## src/rtl/spi_slave_ctrl.sv

```systemverilog
// spi_slave_ctrl
//   SPI slave front-end for the single-port RAM. Deserialises (WORD_W+2)-bit
//   MOSI frames into RAM command words and, for read-data commands, shifts
//   the RAM's response byte out on MISO. One SPI bit per clk while selected.
//
// Ports
//   clk       system clock
//   rst_n     synchronous, active-low reset
//   ss_n      slave select, active-low; rising level aborts/ends the frame
//   mosi      serial data in, MSB first
//   miso      serial data out, MSB first; 0 when not transmitting
//   rx_data   assembled command word, bits [WORD_W+1:WORD_W] are the command
//   rx_valid  one-cycle strobe when rx_data has been updated
//   tx_data   read data from RAM, sampled once when tx_valid is seen
//   tx_valid  RAM read data valid (level)
module spi_slave_ctrl #(
  parameter int unsigned WORD_W = 8
) (
  input  logic              clk,
  input  logic              rst_n,
  input  logic              ss_n,
  input  logic              mosi,
  output logic              miso,
  output logic [WORD_W+1:0] rx_data,
  output logic              rx_valid,
  input  logic [WORD_W-1:0] tx_data,
  input  logic              tx_valid
);

  localparam int unsigned CNT_W = $clog2(WORD_W + 2);

  // rx_cnt counts data bits after the command MSB; RX_DONE marks frame complete.
  localparam logic [CNT_W-1:0] RX_LAST = CNT_W'(WORD_W);
  localparam logic [CNT_W-1:0] RX_DONE = CNT_W'(WORD_W + 1);
  // tx_cnt: 0 waiting for tx_valid, 1..WORD_W-1 shifting, WORD_W final edge,
  // TX_DONE byte sent and tx_valid ignored until deselect.
  localparam logic [CNT_W-1:0] TX_LAST = CNT_W'(WORD_W);
  localparam logic [CNT_W-1:0] TX_DONE = CNT_W'(WORD_W + 1);

  typedef enum logic [2:0] {
    IDLE      = 3'd0,
    CHK_CMD   = 3'd1,
    WRITE     = 3'd2,
    READ_ADD  = 3'd3,
    READ_DATA = 3'd4
  } state_t;

  state_t              state, state_next;
  logic [CNT_W-1:0]    rx_cnt, rx_cnt_next;
  logic [CNT_W-1:0]    tx_cnt, tx_cnt_next;
  logic [WORD_W:0]     rx_shift, rx_shift_next;
  logic [WORD_W-1:0]   tx_shift, tx_shift_next;
  logic [WORD_W+1:0]   rx_data_next;
  logic                rx_valid_next;
  logic                miso_next;
  logic                rd_addr_done, rd_addr_done_next;

  always_ff @(posedge clk) begin
    if (!rst_n) begin
      state <= IDLE;
    end else begin
      state <= state_next;
    end
  end

  always_ff @(posedge clk) begin
    if (!rst_n) begin
      rx_cnt       <= '0;
      tx_cnt       <= '0;
      rx_shift     <= '0;
      tx_shift     <= '0;
      rx_data      <= '0;
      rx_valid     <= 1'b0;
      miso         <= 1'b0;
      rd_addr_done <= 1'b0;
    end else begin
      rx_cnt       <= rx_cnt_next;
      tx_cnt       <= tx_cnt_next;
      rx_shift     <= rx_shift_next;
      tx_shift     <= tx_shift_next;
      rx_data      <= rx_data_next;
      rx_valid     <= rx_valid_next;
      miso         <= miso_next;
      rd_addr_done <= rd_addr_done_next;
    end
  end

  always_comb begin
    state_next        = state;
    rx_cnt_next       = rx_cnt;
    tx_cnt_next       = tx_cnt;
    rx_shift_next     = rx_shift;
    tx_shift_next     = tx_shift;
    rx_data_next      = rx_data;
    rx_valid_next     = 1'b0;
    miso_next         = 1'b0;
    rd_addr_done_next = rd_addr_done;

    unique case (state)
      IDLE: begin
        rx_cnt_next   = '0;
        tx_cnt_next   = '0;
        rx_shift_next = '0;
        tx_shift_next = '0;
        if (!ss_n) begin
          state_next = CHK_CMD;
        end
      end

      CHK_CMD: begin
        rx_shift_next = {rx_shift[WORD_W-1:0], mosi};
        if (!mosi) begin
          state_next = WRITE;
        end else if (rd_addr_done) begin
          state_next = READ_DATA;
        end else begin
          state_next = READ_ADD;
        end
      end

      WRITE, READ_ADD, READ_DATA: begin
        if (rx_cnt != RX_DONE) begin
          rx_shift_next = {rx_shift[WORD_W-1:0], mosi};
          rx_cnt_next   = rx_cnt + CNT_W'(1);
          if (rx_cnt == RX_LAST) begin
            rx_data_next  = {rx_shift, mosi};
            rx_valid_next = 1'b1;
            if (state == READ_ADD) begin
              rd_addr_done_next = 1'b1;
            end
          end
        end else if (state == READ_DATA) begin
          // The MSB goes straight to miso on the tx_valid edge so the first
          // bit appears one cycle after the sample, not two.
          if (tx_cnt == '0) begin
            if (tx_valid) begin
              miso_next     = tx_data[WORD_W-1];
              tx_shift_next = {tx_data[WORD_W-2:0], 1'b0};
              tx_cnt_next   = CNT_W'(1);
            end
          end else if (tx_cnt < TX_LAST) begin
            miso_next     = tx_shift[WORD_W-1];
            tx_shift_next = {tx_shift[WORD_W-2:0], 1'b0};
            tx_cnt_next   = tx_cnt + CNT_W'(1);
          end else if (tx_cnt == TX_LAST) begin
            tx_cnt_next       = TX_DONE;
            rd_addr_done_next = 1'b0;
          end
        end
      end

      default: begin
        state_next = IDLE;
      end
    endcase

    // Deselect overrides everything above: abort discards the partial frame
    // or byte while leaving rx_data and rd_addr_done untouched.
    if (state != IDLE && ss_n) begin
      state_next        = IDLE;
      rx_cnt_next       = '0;
      tx_cnt_next       = '0;
      rx_shift_next     = '0;
      tx_shift_next     = '0;
      rx_data_next      = rx_data;
      rx_valid_next     = 1'b0;
      miso_next         = 1'b0;
      rd_addr_done_next = rd_addr_done;
    end
  end

endmodule

```

## config.mk

```make
export PLATFORM = sky130hd
export DESIGN_NAME = spi_slave_ctrl
export DESIGN_NICKNAME = d
export VERILOG_FILES = /design/src/rtl/spi_slave_ctrl.sv
export SDC_FILE = /design/constraint.sdc
export NUM_CORES = 1
export LEC_CHECK = 0
export CAP_MARGIN = 5
export CORE_ASPECT_RATIO = 0.8
export CORE_UTILIZATION = 59
export CTS_CLUSTER_SIZE = 25
export DETAILED_ROUTE_END_ITERATION = 10
export PLACE_DENSITY = 0.84
export SLEW_MARGIN = 10
export SYNTH_ARGS = -nofsm -noshare
export SYNTH_HDL_FRONTEND = slang
export SYNTH_SLANG_ARGS = --single-unit
export TNS_END_PERCENT = 100
```

## constraint.sdc

```tcl
create_clock -name clk -period 4.09 [get_ports clk]
set_input_delay 0.409 -clock clk [delete_from_list [all_inputs] [get_ports clk]]
set_output_delay 0.409 -clock clk [all_outputs]
set_load 0.01 [all_outputs]
```

# Word-level counts from Yosys, hierarchy flattened
# Cells that the tools add are included.
totals:
  reg_bits: 41
  inputBits: 13
  out_inout_bits: 12
  elab_cells: 86
op_classes:
  n_addsub: 2
  magnitude_cmp: 1
  n_eq_ne: 18
  n_mux: 32
  bitwise_logic: 5
  n_reduce_logical: 19
op_table:
  columns: ["operator", "count"]
  rows:
  - ["8-bit two-way mux", 5]
  - ["4-bit two-way mux", 7]
  - ["9-bit case mux with 3 select lines", 1]
  - ["4-bit case mux with 2 select lines", 2]
  - ["8-bit case mux with 2 select lines", 1]
  - ["2-bit inequality test (second input constant)", 6]
  - ["1-bit two-way mux", 11]
  - ["5-bit AND reduction", 2]
  - ["3-bit two-way mux", 3]
  - ["9-bit two-way mux", 1]
  - ["3-bit case mux with 3 select lines", 1]
  - ["4-bit by 1-bit adder with 4-bit output (second input constant)", 2]
  - ["4-bit == test (second input constant)", 2]
  - ["4-bit inequality test (second input constant)", 2]
  - ["8-bit AND reduction", 1]
  - ["3-bit by 2-bit == test with 1-bit output (second input constant)", 2]
  - ["3-bit inequality test (second input constant)", 2]
  - ["2-bit AND reduction", 3]
  - ["2-bit nonzero test", 3]
  - ["3-bit nonzero test", 2]
  - ["1-bit NOT", 5]
  - ["5-bit OR reduction", 1]
  - ["4-bit logical NOT", 1]
  - ["4-bit less-than comparator (second input constant)", 1]
  - ["other kinds (9)", 10]

# Depth between registers and ports, before layout
# Gate-level depths: netlist (run 1).
depth:
  depth_word: 7
  ltp_mapped: 7
  ltp_nobuf: 6

# Least setup slack after synthesis (run 1)
# No wires, ideal clock.
synth_path:
  path_kind: "reg2reg"
  start: "reg rx_cnt[1]"
  end: "reg rx_data[0]"
  setup_time_ns: 0.128
  t_arrival_ns: 1.536
  t_required_ns: 3.962
  slack_ns: 2.426
  path_stages_with_launch: 8
  path_buffers: 1
  period_less_slack_ns: 1.664
  path_cell_list: "dfxtp_1 > inv_1 > ha_1 > nand4bb_1 > a211oi_4 > buf_6 > mux2i_1 > nor2_1"
synth_via:
  elab_chain_len: 2
  elab_cells_between_ends: 3
  cone_classes: "2 x eq/ne; 1 x reduce/logical"
synth_rtl:
  columns: ["item", "line", "text"]
  rows:
  - ["start: declaration", "49", "logic [CNT_W-1:0] rx_cnt, rx_cnt_next;"]
  - ["start signal: assignment", "77", "rx_cnt <= rx_cnt_next;"]
  - ["4-bit inequality test / 4-bit == test (equally long branches)", "122, 125", null]
  - ["4-bit AND reduction (no source line) (*)", null, null]
  - ["end signal: assignment", "81", "rx_data <= rx_data_next;"]
  - ["end: declaration", "24", "output logic [WORD_W+1:0] rx_data,"]
# Mark *: on every way between the ends. The rest lies on a longest branch, timed or not.
# A chain may end at the register's enable or synchronous reset.

# Final worst setup path (run 1)
layout_path:
  start: "reg state[1]"
  end: "reg tx_cnt[0]"
layout_via:
  elab_chain_len: 4
  elab_cells_between_ends: 15
  cone_classes: "7 x eq/ne; 1 x mux; 7 x reduce/logical"
layout_rtl:
  columns: ["item", "line", "text"]
  rows:
  - ["start: declaration", "48", "state_t state, state_next;"]
  - ["start signal: assignment", "62", "state <= state_next;"]
  - ["3-bit by 2-bit == test with 1-bit output / 3-bit == test (equally long branches)", "99, 132", null]
  - ["3-bit OR reduction", "99", "unique case (state)"]
  - ["4-bit inequality test (no source line), or another cell as far along", null, null]
  - ["5-bit AND reduction (no source line)", null, null]
  - ["end signal: assignment", "78", "tx_cnt <= tx_cnt_next;"]
  - ["end: declaration", "50", "logic [CNT_W-1:0] tx_cnt, tx_cnt_next;"]
# Several ways; a longest one is shown, not always the timed one.

==> run_results.csv, run 1 <==
group,metric,value,unit
status,status,"complete, no violations",
synthesis,ys_seq_area_share,39.5,%
synthesis,synth_seq_cells,40,
synthesis,syn_inst,212,
sta,fmax,0.429,GHz
floorplan,rows,18,
sta,worst_slew_pin_slew,1.01,ns
cts,clkTransAtPathRegs,0.08,ns
cts,cts-htree-levels,2,
synthesis,synthArstFlopShare,0,%
floorplan,core-area,0.00318,mm^2
floorplan,ioPinCount,25,
synthesis,synthTopCellsByArea,"dfxtp_1 (39%), mux2i_1 (15%), nand2_1 (4.8%)",
pwr,p_per_area,340,mW/mm^2
drt,avgRoutedWirePerCell,15.8,um
cts,cts-root-buf,"clkbuf_8",
place,hpwl,2960,um
final_layout,diodes,0,
place,dpl_worst_slack,1.63,ns
final_layout,syn2layout_area_growth,16.5,%
floorplan,die_area,0.00368,mm^2
synthesis,yosysTopAreaCell,"dfxtp_1",
sta,grt_setup_unrepaired,"no",
sta,finalMaxSlewViolations,0,
cts,cts_resized,0,
sta,hold_violations,0,
final_layout,num-fill-cells,213,
pwr,ir_worst_vdd,0.000260,V
min_path,hold_class,"reg -> reg",
synthesis,netlist-cell-type-count,46,
cts,cts_buffers,5,
synthesis,synth_flop_cell,"dfxtp_1",
worst_setup_path,cp-end-kind,"flop",
worst_setup_path,crit_type,"reg -> reg",
place,port_buffers,24,
sta,period_needed,2.33,ns
grt,grt_max_degree,24,
synthesis,ys.warnings.count,0,
flow_run,maxCapViolCount,0,
synthesis,yosysMostFrequentCell,"dfxtp_1",
drt,drt_iter0_markers,132,
worst_setup_path,crit_required,4.30,ns
drt,dr.pass1.iters,4,
grt,track_usage,25.7,%
sta,tns,0,ns
sta,setup_viol,0,
cts,clkSinkCount,40,
sta,finClkSkew,0.00848,ns
synthesis,syn_area_per_cell,9.57,um^2
floorplan,die_w,67.6,um
final_layout,drive_gt1_share,10.8,%
cts,clock_latency,0.29,ns
cts,cts_max_path_buffers,2,
sta,min_period_over_period,57.0,%
drt,via_count,1639,
drt,vias_per_cell,6.03,
sta,setup_slack,1.76,ns
cts,ctsHoldBuffers,0,
drt,drcViolationCount,0,
cts,tritoncts,"yes",
grt,antenna_found_initial,0,
synthesis,synth_nets,230,
drt,routed_wl,4310,um
cts,postCtsSetupBuffers,0,
worst_setup_path,critPathMaxFanout,23,
synthesis,netlist_area,0.00203,mm^2
grt,grt_pass1_wl,6920,um
synthesis,synth_commonest_cells,"dfxtp_1 (40), mux2i_1 (30), nand2_1 (26), nor2_1 (12)",
worst_setup_path,cp.arrival,2.54,ns
floorplan,dieHeight,54.4,um
final_layout,fin_nets,249,
synthesis,yosysTopAreaCellShare,39.5,%
grt,grt_overflow,0,
worst_setup_path,startpoint_type,"flop",
grt,grt_pass1_vias,1477,
sta,relSlewSlack,32.8,%
synthesis,synth_edf_count,0,
drt,drtAntennaViolNets,0,
place,gp_congestion,0.902,
floorplan,start_util,63.9,%
pwr,p_leak,0.914,nW
-- worst max-delay path, stage by stage (launching register included) --
cell and delay (ns):
dfxtp_1 0.48, or3_1 0.53, a21oi_2 0.80, o211ai_1 0.21
mux2i_1 0.22
-- routing by layer --
layer  vias up  GRT usage [%]  share of wire (%)
met1       780           34.4                 49
met5         -              0                  0
li1        806              -                  -
met3         4           5.00                5.0
met4         0           9.22               0.88
met2        49           41.1                 46
-- final timing paths --
path / slack [ns] / cells past startpoint / end / startpoint
worst min-delay path: 0.47 / 2 / rx_shift[8] / rx_shift[8]
worst max register to register: 1.76 / 4 / tx_cnt[0] / state[1]
worst max-delay path: 1.76 / 4 / tx_cnt[0] / state[1]
worst min register to register: 0.47 / 2 / rx_shift[8] / rx_shift[8]
-- cells in the final DEF, fill, tap and decap left out, types with 2 or more instances in the layout --
cell             Yosys  layout
dfxtp_1             40      40
mux2i_1             30      30
nand2_1             26      26
clkdlybuf4s50_1      0      24
nor2_1              12      12
o211ai_1            10      10
a21oi_1             10       9
inv_1                8       8
nand3_1              7       7
o41ai_2              5       5
ha_1                 5       5
clkbuf_8             0       5
nand2b_1             4       4
or3_1                3       3
o21ai_0              3       3
nor3_1               3       3
nor2_2               2       2
nor2b_1              2       2
a21boi_0             2       2
o21ai_1              2       2
a21oi_2              1       2
mux2_2               2       2
o41ai_1              2       2
-- cells by family after synthesis --
group / Yosys count / synth area share (%)
AO/OA/AOI/OAI: 42 / 17.5
buffers and inverters: 20 / 5.00
adder cells (fa/ha/maj): 5 / 3.08
AND/OR/NAND/NOR: 73 / 19.0
multiplexers: 32 / 15.9
flip-flops: 40 / 39.5
-- stage by stage --
stage          util, %  cell area [um^2]  power [W]  std cells  hold slack, ns
5_1_grt           74.4              2360   0.000827        272           0.492
2_1_floorplan        -              2030   0.000468        212           0.430
4_1_cts           74.3              2360   0.000804        272           0.466
3_3_place_gp      70.8              2250   0.000487        264           0.452
3_5_place_dp      70.8              2250   0.000489        264           0.454
6_report          74.4              2360   0.000804        272           0.466
-- cell type report --
class                           instances  area [um^2]  share of cell area (%)
Timing Repair Buffer                   24          240                    10.2
Inverter                                8         30.0                    1.27
Multi-Input combinational cell        152         1130                    47.8
Clock buffer                            5         68.8                    2.91
Sequential cell                        40          801                    33.9
Clock inverter                          3         42.5                    1.80
Tap cell                               40         50.0                    2.12
-- power breakdown --
part / switching (W) / internal [W] / leakage [nW]
Clock: 0.000140 / 0.000181 / 0.0541
Combinational: 0.0000525 / 0.0000291 / 0.538
Sequential: 0.00000812 / 0.000394 / 0.323
Total: 0.000201 / 0.000603 / 0.914
-- state kept, by name (all words and copies together) (netlist names) --
register and flops:
miso 1, rd_addr_done 1, rx_cnt 4, rx_data 10, rx_shift 9, rx_valid 1
state 3, tx_cnt 4, tx_shift 7
(Power assumes the default switching activity.)
==> inputs of run 2 (changes only) <==
--- a/config.mk
+++ b/config.mk
@@ -7,10 +7,10 @@
 export LEC_CHECK = 0
 export CAP_MARGIN = 5
 export CORE_ASPECT_RATIO = 0.8
-export CORE_UTILIZATION = 59
+export CORE_UTILIZATION = 55
 export CTS_CLUSTER_SIZE = 25
 export DETAILED_ROUTE_END_ITERATION = 10
-export PLACE_DENSITY = 0.84
+export PLACE_DENSITY = 0.79
 export SLEW_MARGIN = 10
 export SYNTH_ARGS = -nofsm -noshare
 export SYNTH_HDL_FRONTEND = slang
==> constraint.sdc (replaced) <==
create_clock -name clk -period 2.3 [get_ports clk]
set_input_delay 0.23 -clock clk [delete_from_list [all_inputs] [get_ports clk]]
set_output_delay 0.23 -clock clk [all_outputs]
set_load 0.01 [all_outputs]
==> run_results.csv, run 2 (same netlist as run 1, synthesis figures left out) <==
group,metric,value,unit
status,status,"complete, no violations",
final_layout,drive_gt1_share,13.7,%
cts,cts_buffers,5,
pwr,p_sw_share,25.9,%
worst_setup_path,crit_type,"reg -> reg",
floorplan,die_w,69.9,um
floorplan,rows,19,
final_layout,final_cells,283,
place,dpl_worst_slack,0.271,ns
final_layout,syn2layout_area_growth,19.9,%
pwr,p_per_area,603,mW/mm^2
worst_setup_path,startpoint_type,"flop",
min_path,hp-start,"tx_shift[7]",
grt,grt_max_degree,24,
drt,avgRoutedWirePerCell,15.3,um
cts,tritoncts,"yes",
drt,drt_iter0_markers,134,
grt,grt_overflow,0,
drt,dr.pass1.iters,4,
final_layout,top_register,"rx_data",
final_layout,top_regs,"rx_data (10), rx_shift (9), tx_shift (7)",
cts,cts-root-buf,"clkbuf_8",
sta,finClkSkew,0.00678,ns
final_layout,most-common-layout-cells,"dfxtp_1 (40), mux2i_1 (30), nand2_1 (26), clkdlybuf4s50_1 (24), nor2_1 (12)",
sta,setup_slack,0.291,ns
drt,via_count,1643,
cts,cts_max_path_buffers,2,
min_path,hold_end,"miso",
flow_run,maxCapViolCount,0,
sta,worst_slew_pin_slew,0.638,ns
worst_setup_path,cp-end-kind,"flop",
worst_setup_path,cp.arrival,2.18,ns
final_layout,largest_reg_flops,10,
cts,clkTransAtPathRegs,0.09,ns
sta,finalMaxSlewViolations,0,
floorplan,core-area,0.00347,mm^2
grt,grt_pass1_vias,1564,
grt,track_usage,24.6,%
final_layout,fin_nets,258,
cts,cts_resized,0,
floorplan,die_area,0.00394,mm^2
pwr,p_comb_share,10.8,%
sta,tns,0,ns
sta,period_needed,2.01,ns
pwr,p_int,0.00109,W
place,hpwl,2930,um
final_layout,final_common_cell,"dfxtp_1",
floorplan,dieHeight,56.3,um
drt,drtAntennaViolNets,0,
cts,clkSinkCount,40,
place,port_buffers,24,
grt,antenna_found_initial,0,
sta,setup_viol,0,
place,gp_congestion,0.933,
sta,relSlewSlack,57.2,%
grt,grt_pass1_wl,7440,um
cts,postCtsSetupBuffers,0,
pwr,clockPowerShare,40.7,%
pwr,p_leak,0.959,nW
floorplan,start_util,58.4,%
worst_setup_path,reg2reg_depth,6,
floorplan,ioPinCount,25,
pwr,ir_worst_vdd,0.000442,V
pwr,pwr-share-seq,48.5,%
drt,drcViolationCount,0,
pwr,power.switching,0.000379,W
sta,min_period_over_period,87.3,%
worst_setup_path,reg2reg_to,"tx_shift[3]",
cts,ctsHoldBuffers,0,
cts,cts-htree-levels,2,
drt,routed_wl,4340,um
worst_setup_path,r2r-start,"tx_cnt[0]",
place,dp_cells,275,
worst_setup_path,crit_required,2.47,ns
min_path,hold_class,"reg -> reg",
final_layout,num-fill-cells,278,
worst_setup_path,critPathMaxFanout,8,
sta,grt_setup_unrepaired,"no",
worst_setup_path,ff2ff_setup_slack,0.29,ns
sta,hold_violations,0,
sta,fmax,0.498,GHz
final_layout,diodes,0,
min_path,min_path_cells,2,
cts,clock_latency,0.30,ns
drt,vias_per_cell,5.81,
==> run 2: metrics by stage <==
stage	cell area (um^2)	util, %	hold slack (ns)	total power, W
finish	2430	70.1	0.479	0.00147
global route	2430	70.1	0.499	0.00151
CTS	2430	70.1	0.478	0.00148
detailed placement	2320	66.8	0.460	0.000883
global placement	2320	66.8	0.448	0.000880
floorplan	2030	-	0.307	0.000831
==> run 2: cell type report <==
cell class / instances / area [um^2] / area share (%)
multi-input cells: 152 / 1130 / 46.3
flip-flops and latches: 40 / 801 / 32.9
repair buffers: 33 / 308 / 12.7
clock buffers: 5 / 68.8 / 2.83
well taps: 42 / 52.6 / 2.16
clock inverters: 3 / 46.3 / 1.90
inverters: 8 / 30.0 / 1.23
==> run 2: worst max-delay path, stage by stage (launching register included) <==
cell and delay (ns):
dfxtp_1 0.34, inv_1 0.08, ha_1 0.22, or3b_1 0.41, a22oi_4 0.24, nand2b_1 0.43, o41ai_1 0.14
==> run 2: power by group through the flow <==
stage / clock, W / combinational [W] / sequential (W)
after floorplan: 0 / 0.000110 / 0.000721
after global placement: 0 / 0.000153 / 0.000727
after detailed placement: 0 / 0.000156 / 0.000727
after CTS: 0.000609 / 0.000158 / 0.000710
after global routing: 0.000628 / 0.000172 / 0.000712
final: 0.000596 / 0.000159 / 0.000711
==> run 2: how the worst max path moves through the flow <==
stage / startpoint / endpoint / slack [ns]
after CTS: tx_cnt[0] / tx_shift[3] / 0.30
final: tx_cnt[0] / tx_shift[3] / 0.29
after detailed placement: tx_valid / tx_shift[6] / 0.27
after floorplan: rx_cnt[1] / rx_data[0] / 0.64
after global routing: rx_cnt[0] / tx_shift[3] / 0.09
after global placement: tx_valid / tx_shift[4] / 0.34
==> run 2: routing by layer <==
| metal | vias up | share of wire [%] | global-route usage, % |
|---|---|---|---|
| met5 | - | 0 | 0 |
| met4 | 0 | 2.5 | 11.7 |
| met3 | 10 | 6.0 | 7.90 |
| met2 | 47 | 43 | 34.2 |
| met1 | 766 | 49 | 34.5 |
| li1 | 820 | - | - |
==> inputs of run 3 (changes only) <==
--- a/config.mk
+++ b/config.mk
@@ -7,11 +7,11 @@
 export LEC_CHECK = 0
 export CAP_MARGIN = 5
 export CORE_ASPECT_RATIO = 0.8
-export CORE_UTILIZATION = 55
+export CORE_UTILIZATION = 59
 export CTS_CLUSTER_SIZE = 25
 export DETAILED_ROUTE_END_ITERATION = 10
-export PLACE_DENSITY = 0.79
-export SLEW_MARGIN = 10
+export PLACE_DENSITY = 0.84
+export SLEW_MARGIN = 20
 export SYNTH_ARGS = -nofsm -noshare
 export SYNTH_HDL_FRONTEND = slang
 export SYNTH_SLANG_ARGS = --single-unit
==> constraint.sdc (replaced) <==
create_clock -name clk -period 2.5 [get_ports clk]
set_input_delay 0.25 -clock clk [delete_from_list [all_inputs] [get_ports clk]]
set_output_delay 0.25 -clock clk [all_outputs]
set_load 0.01 [all_outputs]
==> run_results.csv, run 3 (same netlist as run 1, synthesis figures left out) <==
group,metric,value,unit
worst_setup_path,r2r-start,"state[2]",
place,hpwl,3070,um
pwr,ir_worst_vdd,0.000359,V
cts,tritoncts,"yes",
worst_setup_path,critPathMaxFanout,13,
floorplan,ioPinCount,25,
final_layout,drive_gt1_share,11.4,%
grt,grt_max_degree,15,
drt,via_count,1661,
grt,track_usage,27.0,%
floorplan,rows,18,
pwr,clockPowerShare,33.7,%
final_layout,fin_util,74.4,%
floorplan,dieHeight,54.4,um
drt,vias_per_cell,6.02,
cts,postCtsSetupBuffers,0,
floorplan,start_util,63.9,%
worst_setup_path,cp.arrival,2.20,ns
grt,antenna_found_initial,0,
cts,clkSinkCount,40,
sta,setup_slack,0.446,ns
final_layout,final_cell_area,0.00236,mm^2
final_layout,top_regs,"rx_data (10), rx_shift (9), tx_shift (7)",
grt,grt_pass1_wl,7210,um
cts,cts-root-buf,"clkbuf_8",
final_layout,most-common-layout-cells,"dfxtp_1 (40), mux2i_1 (30), nand2_1 (26), clkdlybuf4s50_1 (24), nor2_1 (12)",
worst_setup_path,crit_required,2.65,ns
sta,fmax,0.487,GHz
sta,relSlewSlack,47.3,%
final_layout,top_register,"rx_data",
min_path,hold_class,"reg -> reg",
pwr,p_int,0.000885,W
final_layout,final_common_cell,"dfxtp_1",
cts,cts_resized,0,
final_layout,diodes,0,
place,port_buffers,24,
place,place_area,0.00228,mm^2
pwr,p_leak,0.925,nW
cts,cts-htree-levels,2,
min_path,min_path_cells,2,
drt,routed_wl,4320,um
place,dpl_worst_slack,0.454,ns
sta,hold_violations,0,
sta,tns,0,ns
final_layout,fin_nets,254,
cts,ctsHoldBuffers,0,
pwr,p_comb_share,11.5,%
grt,grt_pass1_vias,1555,
sta,period_needed,2.05,ns
flow_run,maxCapViolCount,0,
sta,worst_slew_pin_slew,0.790,ns
cts,clock_latency,0.29,ns
pwr,power.switching,0.000315,W
status,status,"complete, no violations",
grt,grt_overflow,0,
sta,setup_viol,0,
worst_setup_path,crit_type,"reg -> reg",
place,gp_congestion,0.853,
sta,grt_setup_unrepaired,"no",
worst_setup_path,reg2reg_depth,4,
cts,cts_buffers,5,
pwr,p_sw_share,26.3,%
worst_setup_path,startpoint_type,"flop",
final_layout,syn2layout_area_growth,16.5,%
cts,clkTransAtPathRegs,0.07,ns
min_path,hp-start,"rx_shift[8]",
worst_setup_path,setup.worst_path.start,"state[2]",
worst_setup_path,cp-end-kind,"flop",
sta,finClkSkew,0.00186,ns
drt,drt_iter0_markers,118,
final_layout,largest_reg_flops,10,
drt,dr.pass1.iters,4,
drt,avgRoutedWirePerCell,15.7,um
drt,drtAntennaViolNets,0,
pwr,pwr-share-seq,54.8,%
floorplan,die_area,0.00368,mm^2
sta,finalMaxSlewViolations,0,
drt,drcViolationCount,0,
pwr,p_per_area,508,mW/mm^2
floorplan,die_w,67.6,um
final_layout,num-fill-cells,210,
floorplan,core-area,0.00318,mm^2
sta,min_period_over_period,82.1,%
cts,cts_max_path_buffers,2,
## run 3: cell types whose count changed in the layout (fill, tap and decap cells not counted), sizes merged
cell,change
buf,-4
bufinv,-1
inv,-1
clkinvlp,-1
clkinv,+1
clkbuf,+1
## run 3: routing by layer
metal	global-route usage (%)	up-vias	routed length [um]
met3	8.75	12	260
met5	0	-	0
met4	14.2	0	85
met2	40.6	58	2010
met1	34.5	775	1970
li1	-	816	-
## run 3: per-stage QoR
stage	hold WS, ns	total power, W	std cells
3_3_place_gp	0.446	0.000801	269
4_1_cts	0.466	0.00120	276
2_1_floorplan	0.327	0.000765	212
3_5_place_dp	0.456	0.000807	269
6_report	0.466	0.00120	276
5_1_grt	0.499	0.00125	276
## run 3: worst paths after layout
check                           slack (ns)          end
worst max-delay path                  0.45  tx_shift[4]
worst min-delay path                  0.47  rx_shift[8]
worst max register to register        0.45  tx_shift[4]
worst min register to register        0.47  rx_shift[8]
## run 3: power groups by stage
stage	logic [W]	clock network (W)	registers, W
after global placement	0.000131	0	0.000670
after CTS	0.000137	0.000411	0.000657
after global routing	0.000150	0.000444	0.000659
final	0.000138	0.000405	0.000657
after floorplan	0.000102	0	0.000663
after detailed placement	0.000135	0	0.000671
## run 3: area by class of cell
class                      count  area [um^2]  share of cell area [%]
tap                           40         50.0                    2.12
timing repair buffer          29          278                    11.8
inverter                       8         30.0                    1.27
clock buffer                   6         72.6                    3.07
clock inverter                 1         5.00                   0.212
multi-input combinational    152         1130                    47.7
sequential                    40          801                    33.9
## run 3: critical path, cell delays in order, from the launching register on
cell and delay (ns):
dfxtp_1 0.56, or3b_4 0.48, a22oi_4 0.31, nand2b_1 0.41
o41ai_1 0.14
